==> src/rtl/cnt_step_sequencer.sv <==
// Step sequencer for the free-running counter: enables the counter, counts end-of-count
// edges, and pauses after each programmed batch to hand a step index to a consumer.
module cnt_step_sequencer #(
    parameter int WAIT_W = 4,
    parameter int STEP_W = 3
) (
    input  logic              clk,
    input  logic              rst,
    input  logic              start_i,
    input  logic              abort_i,
    input  logic [WAIT_W-1:0] wait_cfg_i,
    input  logic [STEP_W-1:0] num_steps_i,
    input  logic              end_cnt_i,
    output logic              flag_cnt_o,
    output logic              step_vld_o,
    output logic [STEP_W-1:0] step_idx_o,
    input  logic              step_ack_i,
    output logic [WAIT_W-1:0] pulse_cnt_o,
    output logic              busy_o,
    output logic              done_o
);

    typedef enum logic [1:0] {
        ST_IDLE = 2'd0,
        ST_RUN  = 2'd1,
        ST_STEP = 2'd2,
        ST_DONE = 2'd3
    } state_t;

    state_t            state_r;
    state_t            state_nxt_s;
    logic [WAIT_W-1:0] wait_r;
    logic [WAIT_W-1:0] wait_nxt_s;
    logic [WAIT_W-1:0] pulse_nxt_s;
    logic [STEP_W-1:0] steps_r;
    logic [STEP_W-1:0] steps_nxt_s;
    logic [STEP_W-1:0] idx_nxt_s;
    logic              end_q_r;
    logic              evt_s;

    assign evt_s = end_cnt_i & ~end_q_r;

    // Next-state, counter and config update logic
    always_comb begin
        state_nxt_s = state_r;
        wait_nxt_s  = wait_r;
        steps_nxt_s = steps_r;
        pulse_nxt_s = pulse_cnt_o;
        idx_nxt_s   = step_idx_o;
        case (state_r)
            ST_IDLE: begin
                if (start_i && !abort_i) begin
                    wait_nxt_s  = (wait_cfg_i == {WAIT_W{1'b0}}) ? WAIT_W'(1) : wait_cfg_i;
                    steps_nxt_s = num_steps_i;
                    pulse_nxt_s = {WAIT_W{1'b0}};
                    idx_nxt_s   = {STEP_W{1'b0}};
                    state_nxt_s = (num_steps_i == {STEP_W{1'b0}}) ? ST_DONE : ST_RUN;
                end else begin
                    state_nxt_s = ST_IDLE;
                end
            end
            ST_RUN: begin
                if (abort_i) begin
                    state_nxt_s = ST_IDLE;
                    pulse_nxt_s = {WAIT_W{1'b0}};
                    idx_nxt_s   = {STEP_W{1'b0}};
                end else if (evt_s) begin
                    // Terminal compare keeps pulse_cnt bounded by wait-1, so it never wraps
                    if (pulse_cnt_o == wait_r - WAIT_W'(1)) begin
                        pulse_nxt_s = {WAIT_W{1'b0}};
                        state_nxt_s = ST_STEP;
                    end else begin
                        pulse_nxt_s = pulse_cnt_o + WAIT_W'(1);
                    end
                end else begin
                    state_nxt_s = ST_RUN;
                end
            end
            ST_STEP: begin
                if (abort_i) begin
                    state_nxt_s = ST_IDLE;
                    pulse_nxt_s = {WAIT_W{1'b0}};
                    idx_nxt_s   = {STEP_W{1'b0}};
                end else if (step_ack_i) begin
                    if (step_idx_o == steps_r - STEP_W'(1)) begin
                        state_nxt_s = ST_DONE;
                    end else begin
                        idx_nxt_s   = step_idx_o + STEP_W'(1);
                        state_nxt_s = ST_RUN;
                    end
                end else begin
                    state_nxt_s = ST_STEP;
                end
            end
            ST_DONE: begin
                if (abort_i) begin
                    pulse_nxt_s = {WAIT_W{1'b0}};
                    idx_nxt_s   = {STEP_W{1'b0}};
                end else begin
                    pulse_nxt_s = pulse_cnt_o;
                end
                state_nxt_s = ST_IDLE;
            end
            default: begin
                state_nxt_s = ST_IDLE;
            end
        endcase
    end

    // State, config, counters and output registers; outputs decoded from next state
    always_ff @(posedge clk or posedge rst) begin
        if (rst) begin
            state_r     <= ST_IDLE;
            wait_r      <= {WAIT_W{1'b0}};
            steps_r     <= {STEP_W{1'b0}};
            end_q_r     <= 1'b0;
            pulse_cnt_o <= {WAIT_W{1'b0}};
            step_idx_o  <= {STEP_W{1'b0}};
            flag_cnt_o  <= 1'b0;
            step_vld_o  <= 1'b0;
            busy_o      <= 1'b0;
            done_o      <= 1'b0;
        end else begin
            state_r     <= state_nxt_s;
            wait_r      <= wait_nxt_s;
            steps_r     <= steps_nxt_s;
            end_q_r     <= end_cnt_i;
            pulse_cnt_o <= pulse_nxt_s;
            step_idx_o  <= idx_nxt_s;
            flag_cnt_o  <= (state_nxt_s == ST_RUN);
            step_vld_o  <= (state_nxt_s == ST_STEP);
            busy_o      <= (state_nxt_s != ST_IDLE);
            done_o      <= (state_nxt_s == ST_DONE);
        end
    end

endmodule
==> config.mk <==
export PLATFORM = sky130hd
export DESIGN_NAME = cnt_step_sequencer
export DESIGN_NICKNAME = d
export VERILOG_FILES = /design/src/rtl/cnt_step_sequencer.sv
export SDC_FILE = /design/constraint.sdc
export NUM_CORES = 1
export LEC_CHECK = 0
export BUFFER_PORTS_ARGS = -buffer_cell sky130_fd_sc_hd__buf_4
export CORE_AREA = 2 2 51 53
export DETAILED_ROUTE_END_ITERATION = 10
export DIE_AREA = 0 0 53 55
export PLACE_DENSITY_LB_ADDON = 0.2
export SETUP_SLACK_MARGIN = 0.1
export SLEW_MARGIN = 20
export SYNTH_ARGS = -nofsm -noshare
export SYNTH_HDL_FRONTEND = slang
export SYNTH_SLANG_ARGS = --single-unit
==> constraint.sdc <==
create_clock -name clk -period 2.36 [get_ports clk]
set_input_delay 0.118 -clock clk [delete_from_list [all_inputs] [get_ports clk]]
set_output_delay 0.118 -clock clk [all_outputs]
set_load 0.02 [all_outputs]
# Word-level counts from Yosys, hierarchy flattened
# Cells that the tools add are included.
# classes
n_addsub	4
shift	0
eq_ne	14
magnitude_cmp	0
bitwise	2
reduce_logical	11
mux	22
n_div	0
mul	0
# ops
cell	n
2-to-1 mux 4 bit	6
2-to-1 mux 2 bit	8
2-to-1 mux 3 bit	5
case mux 4 bit (3 select lines)	1
inequality test 3 bit (second input constant)	3
case mux 3 bit (3 select lines)	1
== test 2 bit (second input constant)	4
case mux 2 bit (4 select lines)	1
adder 4 x 1 -> 4 bit (second input constant)	1
== test 2 x 1 -> 1 bit (second input constant)	2
== test 4 bit	1
logical NOT 4 bit	1
inequality test 2 x 1 -> 1 bit (second input constant)	2
AND reduction 4 bit	1
OR reduction 2 bit	2
subtractor 4 x 1 -> 4 bit (second input constant)	1
adder 3 x 1 -> 3 bit (second input constant)	1
== test 3 bit	1
logical NOT 3 bit	1
AND reduction 3 bit	1
subtractor 3 x 1 -> 3 bit (second input constant)	1
logical NOT 2 bit	1
inequality test 2 bit (second input constant)	1
AND reduction 2 bit	1
5 further kinds	5
# word_totals
regBits	21
output_inout_bits	11
romBits	0
latch_bits	0
mem_bits_rw	0
memories	0

# Longest topological paths before layout
# Gate-level depths: netlist of the first run.
# depth
depth_word	7
mapped_depth	7

# Least setup slack after synthesis of the first run
# OpenSTA, ideal clock, no wires.
# synth_path
path_type	register to register
start	register steps_r[0]
end	register step_idx_o[0]
setup_ps	125
stages_incl_launch_ff	8
arrival_ps	1613
path_slack_ps	622
cell_sequence	dfrtp_1 > inv_1 > ha_1 > xor2_1 > a31oi_2 > a21oi_1 > o21ai_2 > mux2_2
# synth_via
elab_chain_cells	4
# synth_rtl
item	line_no	rtl
from (decl)	35	logic [STEP_W-1:0] steps_r;
from (signal assigned)	115	steps_r <= {STEP_W{1'b0}};
from (signal assigned)	126	steps_r <= steps_nxt_s;
subtractor 3 x 1 -> 3 bit	85	if (step_idx_o == steps_r - STEP_W'(1)) begin
== test 3 bit	85	
inequality test 3 bit (no line)	n/a	
AND reduction 4 bit (no line)	n/a	
to (signal assigned)	118	step_idx_o <= {STEP_W{1'b0}};
to (signal assigned)	129	step_idx_o <= idx_nxt_s;
to (decl)	16	output logic [STEP_W-1:0] step_idx_o,
# No other way between the ends.
# A chain may end at the register's enable or synchronous reset.

# Worst setup path in the final report of the first run
# layout_path
start	register steps_r[0]
end	register step_idx_o[1]
# The elaborated chain is that of the path after synthesis.

==> out/qor.csv, run 1 <==
metric,value,unit
Register Area,526,um^2
hold crit path type,input pin to flop,
CTS HTree Levels,1,
Vias per Instance,5.11,
synthesized instance count,103,
WHS Path Cells,3,
leak pwr,0.696,nW
number of buffers created by CTS,3,
DP HPWL,1580,um
Layout area overhead,22.5,%
# setup viols final,0,
GR Overflow Total,0,
Critical Path Max Stage Delay,390,ps
"Slew Viols, Final",0,
Synth top area share,0.463,
setup bufs post-CTS,0,
final setup TNS,0,ps
clock sink count,21,
Crit. End Element,flop,
Multi-input gate area,571,um^2
final WL,2070,um
crit path to,step_idx_o[1]$_DFFE_PP0P_,
DIE AREA,2920,um^2
"Clk pin slew, worst setup/hold paths",120,ps
Tcrit/Tclk final,0.784,
Antenna Cells,0,
CTS Hold Buffers Added,2,
GR peak layer,met2,
"Hold Vio Cnt, Final",0,
# IOs,24,
DR vias,823,
Worst Path Required,2560,ps
global-route wire length before repair,3420,um
dpl cell area,1340,um^2
Syn. warnings,0,
status,"complete, no violations",
first element of the critical path,steps_r[0]$_DFFE_PP0P_,
drt wl/cell,12.9,um
GPL Wtd Cong,0.790,
CP Launch Type,flop,
post_cts resized,0,
pin count of the biggest net entering global routing,22,
Longest Clk Path Bufs,2,
die width,53,um
CP cell instances,inv_1 > ha_1 > xor2_1 > a31oi_2 > a21oi_1 > o21ai_2 > mux2_2,
met3 usage,0.0323,
sequential-to-total area share from yosys stat,0.463,
Skew-Pair Late Insertion Delay,300,ps
GRT Util Overall,0.167,
Syn Nets,120,
initial antenna violation count,0,
post-synthesis average cell area,11.0,um^2
post-route ant nets,0,
Slew @ Worst Pin,786,ps
post-route cell area,1390,um^2
min cycle time layout,1850,ps
First DRT Iteration DRCs,5,
RR Endpoint,step_idx_o[1]$_DFFE_PP0P_,
Pre-antenna DRT Iters,2,
post-synthesis register bit count,21,
share of layout cells above drive strength 1,0.328,
CTS tree,yes,
R2R depth,7,
Starting Density,0.480,
Rows,18,
MaxCap Viol Count,0,
cell type with the highest aggregate area in the netlist,dfrtp_1,
pwr dens,752,nW/um^2
reg-to-reg startpoint,steps_r[0]$_DFFE_PP0P_,
slowest cell on the critical path,dfrtp_1,
GR Util met1,0.207,
Die Y,55,um
"top cells by area, synth","dfrtp_1, mux2_2, ha_1, xnor3_1, o21ai_0",
kind of critical path,flop to flop,
Final nets,149,
skew final,3.51,ps
vias in the first global route,797,
CP Max Fanout,3,
Root Buffer,clkbuf_4,
Yosys cell types,34,
maximum vdd drop,0.483,mV
met2 Use GR,0.285,
Synth Cell Area,1140,um^2
Slew Limit Headroom,0.476,
r2r setup slk,510,ps
fillers,219,
number of remaining DRC errors,0,
Highest Clock Rate,0.541,GHz
unrepaired setup endpoints after global routing,no,
Hold Slack,22.1,ps
CP arrival,2050,ps
core outline area,2360,um^2
PortBufs,23,
==> power by group <==
part           switching [mW]  leakage, nW  total, mW  internal, mW
Sequential             0.0556        0.271      0.483         0.427
Combinational           0.190        0.407      0.387         0.197
Clock                   0.114       0.0177      0.177        0.0631
Total                   0.359        0.696       1.05         0.687
==> worst min path at each step <==
stage,start,endpoint,slack (ps)
after floorplan,rst,busy_o$_DFF_PP0_,90
after detailed placement,end_cnt_i,end_q_r$_DFF_PP0_,240
after CTS,num_steps_i[1],steps_r[1]$_DFFE_PP0P_,7
after global placement,end_cnt_i,end_q_r$_DFF_PP0_,240
final,num_steps_i[1],steps_r[1]$_DFFE_PP0P_,20
after global routing,num_steps_i[1],steps_r[1]$_DFFE_PP0P_,30
==> cells by family after synthesis <==
| group | count (synthesis) | synth area share |
|---|---|---|
| buf+inv | 10 | 0.0352 |
| mux | 6 | 0.0595 |
| compound gates | 21 | 0.150 |
| simple gates | 32 | 0.155 |
| xor+xnor | 9 | 0.0936 |
| flops | 21 | 0.463 |
| fa+ha+maj | 4 | 0.0441 |
==> cells in the mapped netlist <==
master    instances
a21o_1            1
a21oi_1           2
a221o_1           1
a221oi_4          1
a22o_1            3
a31oi_2           1
and2_1            1
and3_1            1
and3b_1           1
buf_2             2
dfrtp_1          21
ha_1              4
inv_1             8
mux2_2            6
nand2_1           7
nand2b_1          1
nand3_1           1
nand3_2           1
nor2_1            7
nor2_2            1
nor2b_1           3
nor3_1            4
nor3_2            1
nor3b_1           1
nor4_2            1
o21a_1            2
o21ai_0           7
o21ai_2           1
o21bai_1          1
o221a_2           1
or2_2             1
xnor2_1           3
xnor3_1           2
xor2_1            4
==> sequential cells by signal, indices dropped and copies added (netlist names) <==
register,cells
busy_o,1
done_o,1
end_q_r,1
flag_cnt_o,1
pulse_cnt_o,4
state_r,2
step_idx_o,3
step_vld_o,1
steps_r,3
wait_r,4
==> critical path: cells and delay by family (launching register included) <==
kind	cells	cell delay (ps)
multiplexers	1	350
XOR/XNOR	1	150
flip-flops	1	390
buffers and inverters	1	60
adder cells (fa/ha/maj)	1	300
AO/OA/AOI/OAI	3	510
==> final cells by class <==
| cell class | instances | share of cell area |
|---|---|---|
| Clock buffer | 3 | 0.0162 |
| Clock inverter | 1 | 0.00360 |
| Inverter | 8 | 0.0216 |
| Multi-Input combinational cell | 72 | 0.410 |
| Sequential cell | 21 | 0.378 |
| Tap cell | 30 | 0.0270 |
| Timing Repair Buffer | 26 | 0.144 |
==> cell usage in the layout, fill, tap and decap left out, types with 2 or more instances in the layout <==
cell type / netlist / final
buf_4: 0 / 24
clkbuf_4: 0 / 3
o21ai_0: 7 / 7
nand2_1: 7 / 7
nor3_1: 4 / 4
dlygate4sd3_1: 0 / 2
xnor3_1: 2 / 2
nor2_1: 7 / 7
a22o_1: 3 / 3
xnor2_1: 3 / 3
o21a_1: 2 / 2
nor2b_1: 3 / 3
a21oi_1: 2 / 2
mux2_2: 6 / 6
xor2_1: 4 / 4
dfrtp_1: 21 / 21
inv_1: 8 / 8
ha_1: 4 / 4
==> per-stage QoR <==
step,power (mW),utilization,instances,setup WS [ps]
after detailed placement,0.879,0.568,155,533
after global routing,1.13,0.588,161,391
final,1.05,0.588,161,510
after global placement,0.868,0.568,155,565
after CTS,1.06,0.588,161,503
after floorplan,0.779,-,103,622
==> metal layers <==
metal / part of all wire / vias up
met5: 0 / -
met4: 0.0058 / 0
met3: 0.032 / 2
met2: 0.49 / 13
met1: 0.47 / 392
li1: - / 416
(Power assumes the default switching activity.)
==> run 2, diff against run 1 <==
--- a/config.mk
+++ b/config.mk
@@ -5,10 +5,11 @@
 export SDC_FILE = /design/constraint.sdc
 export NUM_CORES = 1
 export LEC_CHECK = 0
+export ABC_AREA = 1
 export BUFFER_PORTS_ARGS = -buffer_cell sky130_fd_sc_hd__buf_4
-export CORE_AREA = 2 2 51 53
+export CORE_AREA = 2 2 54 56
 export DETAILED_ROUTE_END_ITERATION = 10
-export DIE_AREA = 0 0 53 55
+export DIE_AREA = 0 0 56 58
 export PLACE_DENSITY_LB_ADDON = 0.2
 export SETUP_SLACK_MARGIN = 0.1
 export SLEW_MARGIN = 20
==> constraint.sdc (replaced) <==
create_clock -name clk -period 1.6 [get_ports clk]
set_input_delay 0.08 -clock clk [delete_from_list [all_inputs] [get_ports clk]]
set_output_delay 0.08 -clock clk [all_outputs]
set_load 0.02 [all_outputs]
==> run 2 against run 1 <==
Against the previous run:
- synthesized cell count up 61%
- core utilization grew 0.80 points
- sequential power increased by 32%
- first-iteration DRC count rose to 6.0 times the previous value
- largest cell class unchanged
- cell count rose by 45%
==> out/qor.csv, run 2 <==
metric,value,unit,change
status,"complete, no violations",,
fillers,231,,+5.5%
R2R depth,11,,+4
pin count of the biggest net entering global routing,22,,unchanged
first element of the critical path,wait_r[1]$_DFFE_PP0P_,,
number of buffers created by CTS,3,,unchanged
CTS HTree Levels,1,,unchanged
Longest Clk Path Bufs,2,,unchanged
CP Max Fanout,2,,-1
Worst Path Required,1800,ps,-760 ps
post-synthesis average cell area,7.24,um^2,-34%
dpl cell area,1440,um^2,+7.0%
# IOs,24,,unchanged
DIE AREA,3250,um^2,+11%
ys flop type,dfrtp_1,,
setup slack after layout,21.4,ps,-489 ps
"Hold Vio Cnt, Final",0,,unchanged
Syn. warnings,0,,unchanged
slowest cell on the critical path,dfrtp_1,,
hold crit path type,input pin to flop,,
"top cells by area, synth","dfrtp_1, nand2_1, inv_1, ha_1, nand3_1",,
Antenna Cells,0,,unchanged
skew final,2.19,ps,-1.31 ps
MaxCap Viol Count,0,,unchanged
Skew-Pair Late Insertion Delay,300,ps,about the same
pre-CTS WS,-53.8,ps,-586 ps
die width,56,um,+5.7%
vias in the first global route,1132,,+42%
CTS tree,yes,,
kind of critical path,flop to flop,,
"top cells by count, synth","nand2_1, inv_1, dfrtp_1, nor2_1",,
PortBufs,23,,unchanged
most frequent cell after synthesis,nand2_1,,
global-route wire length before repair,4750,um,+39%
buffers and inverters on the worst path,2,,+1
Multi-input gate area,617,um^2,+8.1%
CP Launch Type,flop,,
clock sink count,21,,unchanged
drt wl/cell,11.4,um,-11%
core outline area,2660,um^2,+13%
RR Endpoint,busy_o$_DFF_PP0_,,
Crit. End Element,flop,,
post-route ant nets,0,,unchanged
Register Area,526,um^2,unchanged
synthesized instance count,166,,+61%
"Clk pin slew, worst setup/hold paths",120,ps,about the same
Final nets,220,,+48%
Comb pwr share,0.376,,+0.006
clock share of power,0.181,,+0.012
Synth Cell Area,1200,um^2,+5.7%
WHS Path Cells,3,,unchanged
DR vias,1171,,+42%
CP cell instances,inv_2 > ha_4 > inv_2 > nand2_1 > nand2_1 > nor2_2 > nand3_2 > nand2_2 > nand2_4 > a21oi_4 > nand2_1,,
Starting Density,0.451,,-0.0293
Int Pwr,928,uW,+35%
Syn Nets,183,,+53%
share of layout cells above drive strength 1,0.292,,-0.0362
Slew Limit Headroom,0.713,,+0.237
Die Y,58,um,+5.5%
maximum vdd drop,0.725,mV,+50%
CP arrival,1780,ps,-270 ps
mux contribution to synthesized area,0,,-0.0595
largest family of logic cells by synthesized area,simple AND/OR/NAND/NOR gates,,
Root Buffer,clkbuf_4,,
Sw Pwr,512,uW,+43%
number of remaining DRC errors,0,,unchanged
Vias per Instance,5.03,,-1.7%
HP Start,wait_cfg_i[0],,
Layout area overhead,32.2,%,
Pre-antenna DRT Iters,4,,+2
post-route cell area,1590,um^2,+14%
r2r setup slk,20,ps,-490 ps
Highest Clock Rate,0.633,GHz,+17%
cell type with the highest aggregate area in the netlist,dfrtp_1,,
fraction of the mapped netlist area in adder cells,0.0417,,-0.00239
Sw Share,0.356,,+0.0123
Rows,19,,+1
crit-path most repeated cell,nand2_1,,
leak pwr,0.860,nW,+24%
Yosys cell types,21,,-38%
Simple-Gate Fraction of Synth Area,0.298,,+0.143
largest registers,"pulse_cnt_o: 4 flops, wait_r: 4 flops",,
pwr dens,907,nW/um^2,+21%
initial antenna violation count,0,,unchanged
reg-to-reg startpoint,wait_r[1]$_DFFE_PP0P_,,
Tcrit/Tclk final,0.987,,+0.203
GR Overflow Total,0,,unchanged
final WL,2670,um,+29%
GRT Util Overall,0.184,,+0.0168
post-synthesis compound-gate area fraction,0.0833,,-0.0664
most frequent cells in the layout,"nand2_1, buf_4, inv_1",,
unrepaired setup endpoints after global routing,yes,,
CP top delay family,simple AND/OR/NAND/NOR gates,,
min cycle time layout,1580,ps,-271 ps
xor/xnor cell area share of the yosys netlist,0.0292,,-0.0644
Post-synth ARST share,1.00,,unchanged
"Slew Viols, Final",0,,unchanged
DP HPWL,1940,um,+23%
# setup viols final,0,,unchanged
sequential-to-total area share from yosys stat,0.438,,-0.0251
First DRT Iteration DRCs,30,,+25
Synth top area share,0.438,,-0.0251
Worst Hold Path EP,wait_r[0]$_DFFE_PP0P_,,
Seq pwr share,0.443,,-0.018
Critical Path Max Stage Delay,410,ps,+20 ps
number of flops mapped to enable cells by yosys,0,,unchanged
GPL Wtd Cong,0.823,,+4.1%
post-synthesis register bit count,21,,unchanged
Slew @ Worst Pin,426,ps,-360 ps
"commonest non-fill, non-tap cell in the layout",nand2_1,,
-- run 2: cells by family (layout without fill, tap and decap cells) --
logic type	count (synthesis)	after routing
buf+inv	35	71
fa+ha+maj	4	4
compound gates	19	19
simple gates	83	83
xor+xnor	4	4
flops	21	21
-- run 2: power groups by stage --
| stage | clock network, mW | logic, mW | registers [mW] |
|---|---|---|---|
| final | 0.261 | 0.541 | 0.639 |
| after global routing | 0.288 | 0.615 | 0.646 |
| after CTS | 0.269 | 0.512 | 0.634 |
| after detailed placement | 0 | 0.440 | 0.643 |
| after global placement | 0 | 0.426 | 0.641 |
| after floorplan | 0 | 0.289 | 0.655 |
-- run 2: worst max path at each step --
stage	to	slack, ps	cells after the start
floorplan	busy_o$_DFF_PP0_	100	10
global placement	busy_o$_DFF_PP0_	-0.4	11
detailed placement	busy_o$_DFF_PP0_	-50	11
CTS	busy_o$_DFF_PP0_	70	11
global route	done_o$_DFF_PP0_	-90	13
finish	busy_o$_DFF_PP0_	20	11
-- run 2: per-layer routing --
metal  up-vias  share of wire  track usage
li1        586              -            -
met1       542           0.46        0.234
met2        30           0.46        0.303
met3        13          0.041       0.0357
met4         0          0.036       0.0918
met5         -              0            0
-- run 2: worst reg2reg max path, stage by stage (launching register included) --
cell	delay (ps)
dfrtp_1	410
inv_2	60
ha_4	270
inv_2	30
nand2_1	50
nand2_1	50
nor2_2	140
nand3_2	100
nand2_2	80
nand2_4	60
a21oi_4	140
nand2_1	70
-- run 2: timing repair --
| item | CTS | global route |
|---|---|---|
| buffers inserted | 3 | 1 |
| pin swaps | 8 | 10 |
| hold buffers | 2 | 0 |
| endpoints found under the hold margin | 22 | 0 |
| endpoints found under the setup margin | 9 | 13 |
| gates resized for setup | 9 | 12 |
-- run 2: layout make-up --
type / instances / share of cell area
Clock buffer: 4 / 0.0165
Sequential cell: 21 / 0.331
Timing Repair Buffer: 33 / 0.159
Inverter: 34 / 0.0804
Tap cell: 31 / 0.0244
Multi-Input combinational cell: 110 / 0.388
-- run 2: stage by stage --
stage	hold slack (ps)	TNS, ps	power, mW	std cells	util
2_1_floorplan	56.5	0	0.944	166	-
3_3_place_gp	135	-0.374	1.07	223	0.540
3_5_place_dp	144	-63.5	1.08	223	0.540
4_1_cts	28.5	0	1.42	232	0.581
5_1_grt	47.1	-396	1.55	233	0.596
6_report	35.1	0	1.44	233	0.596
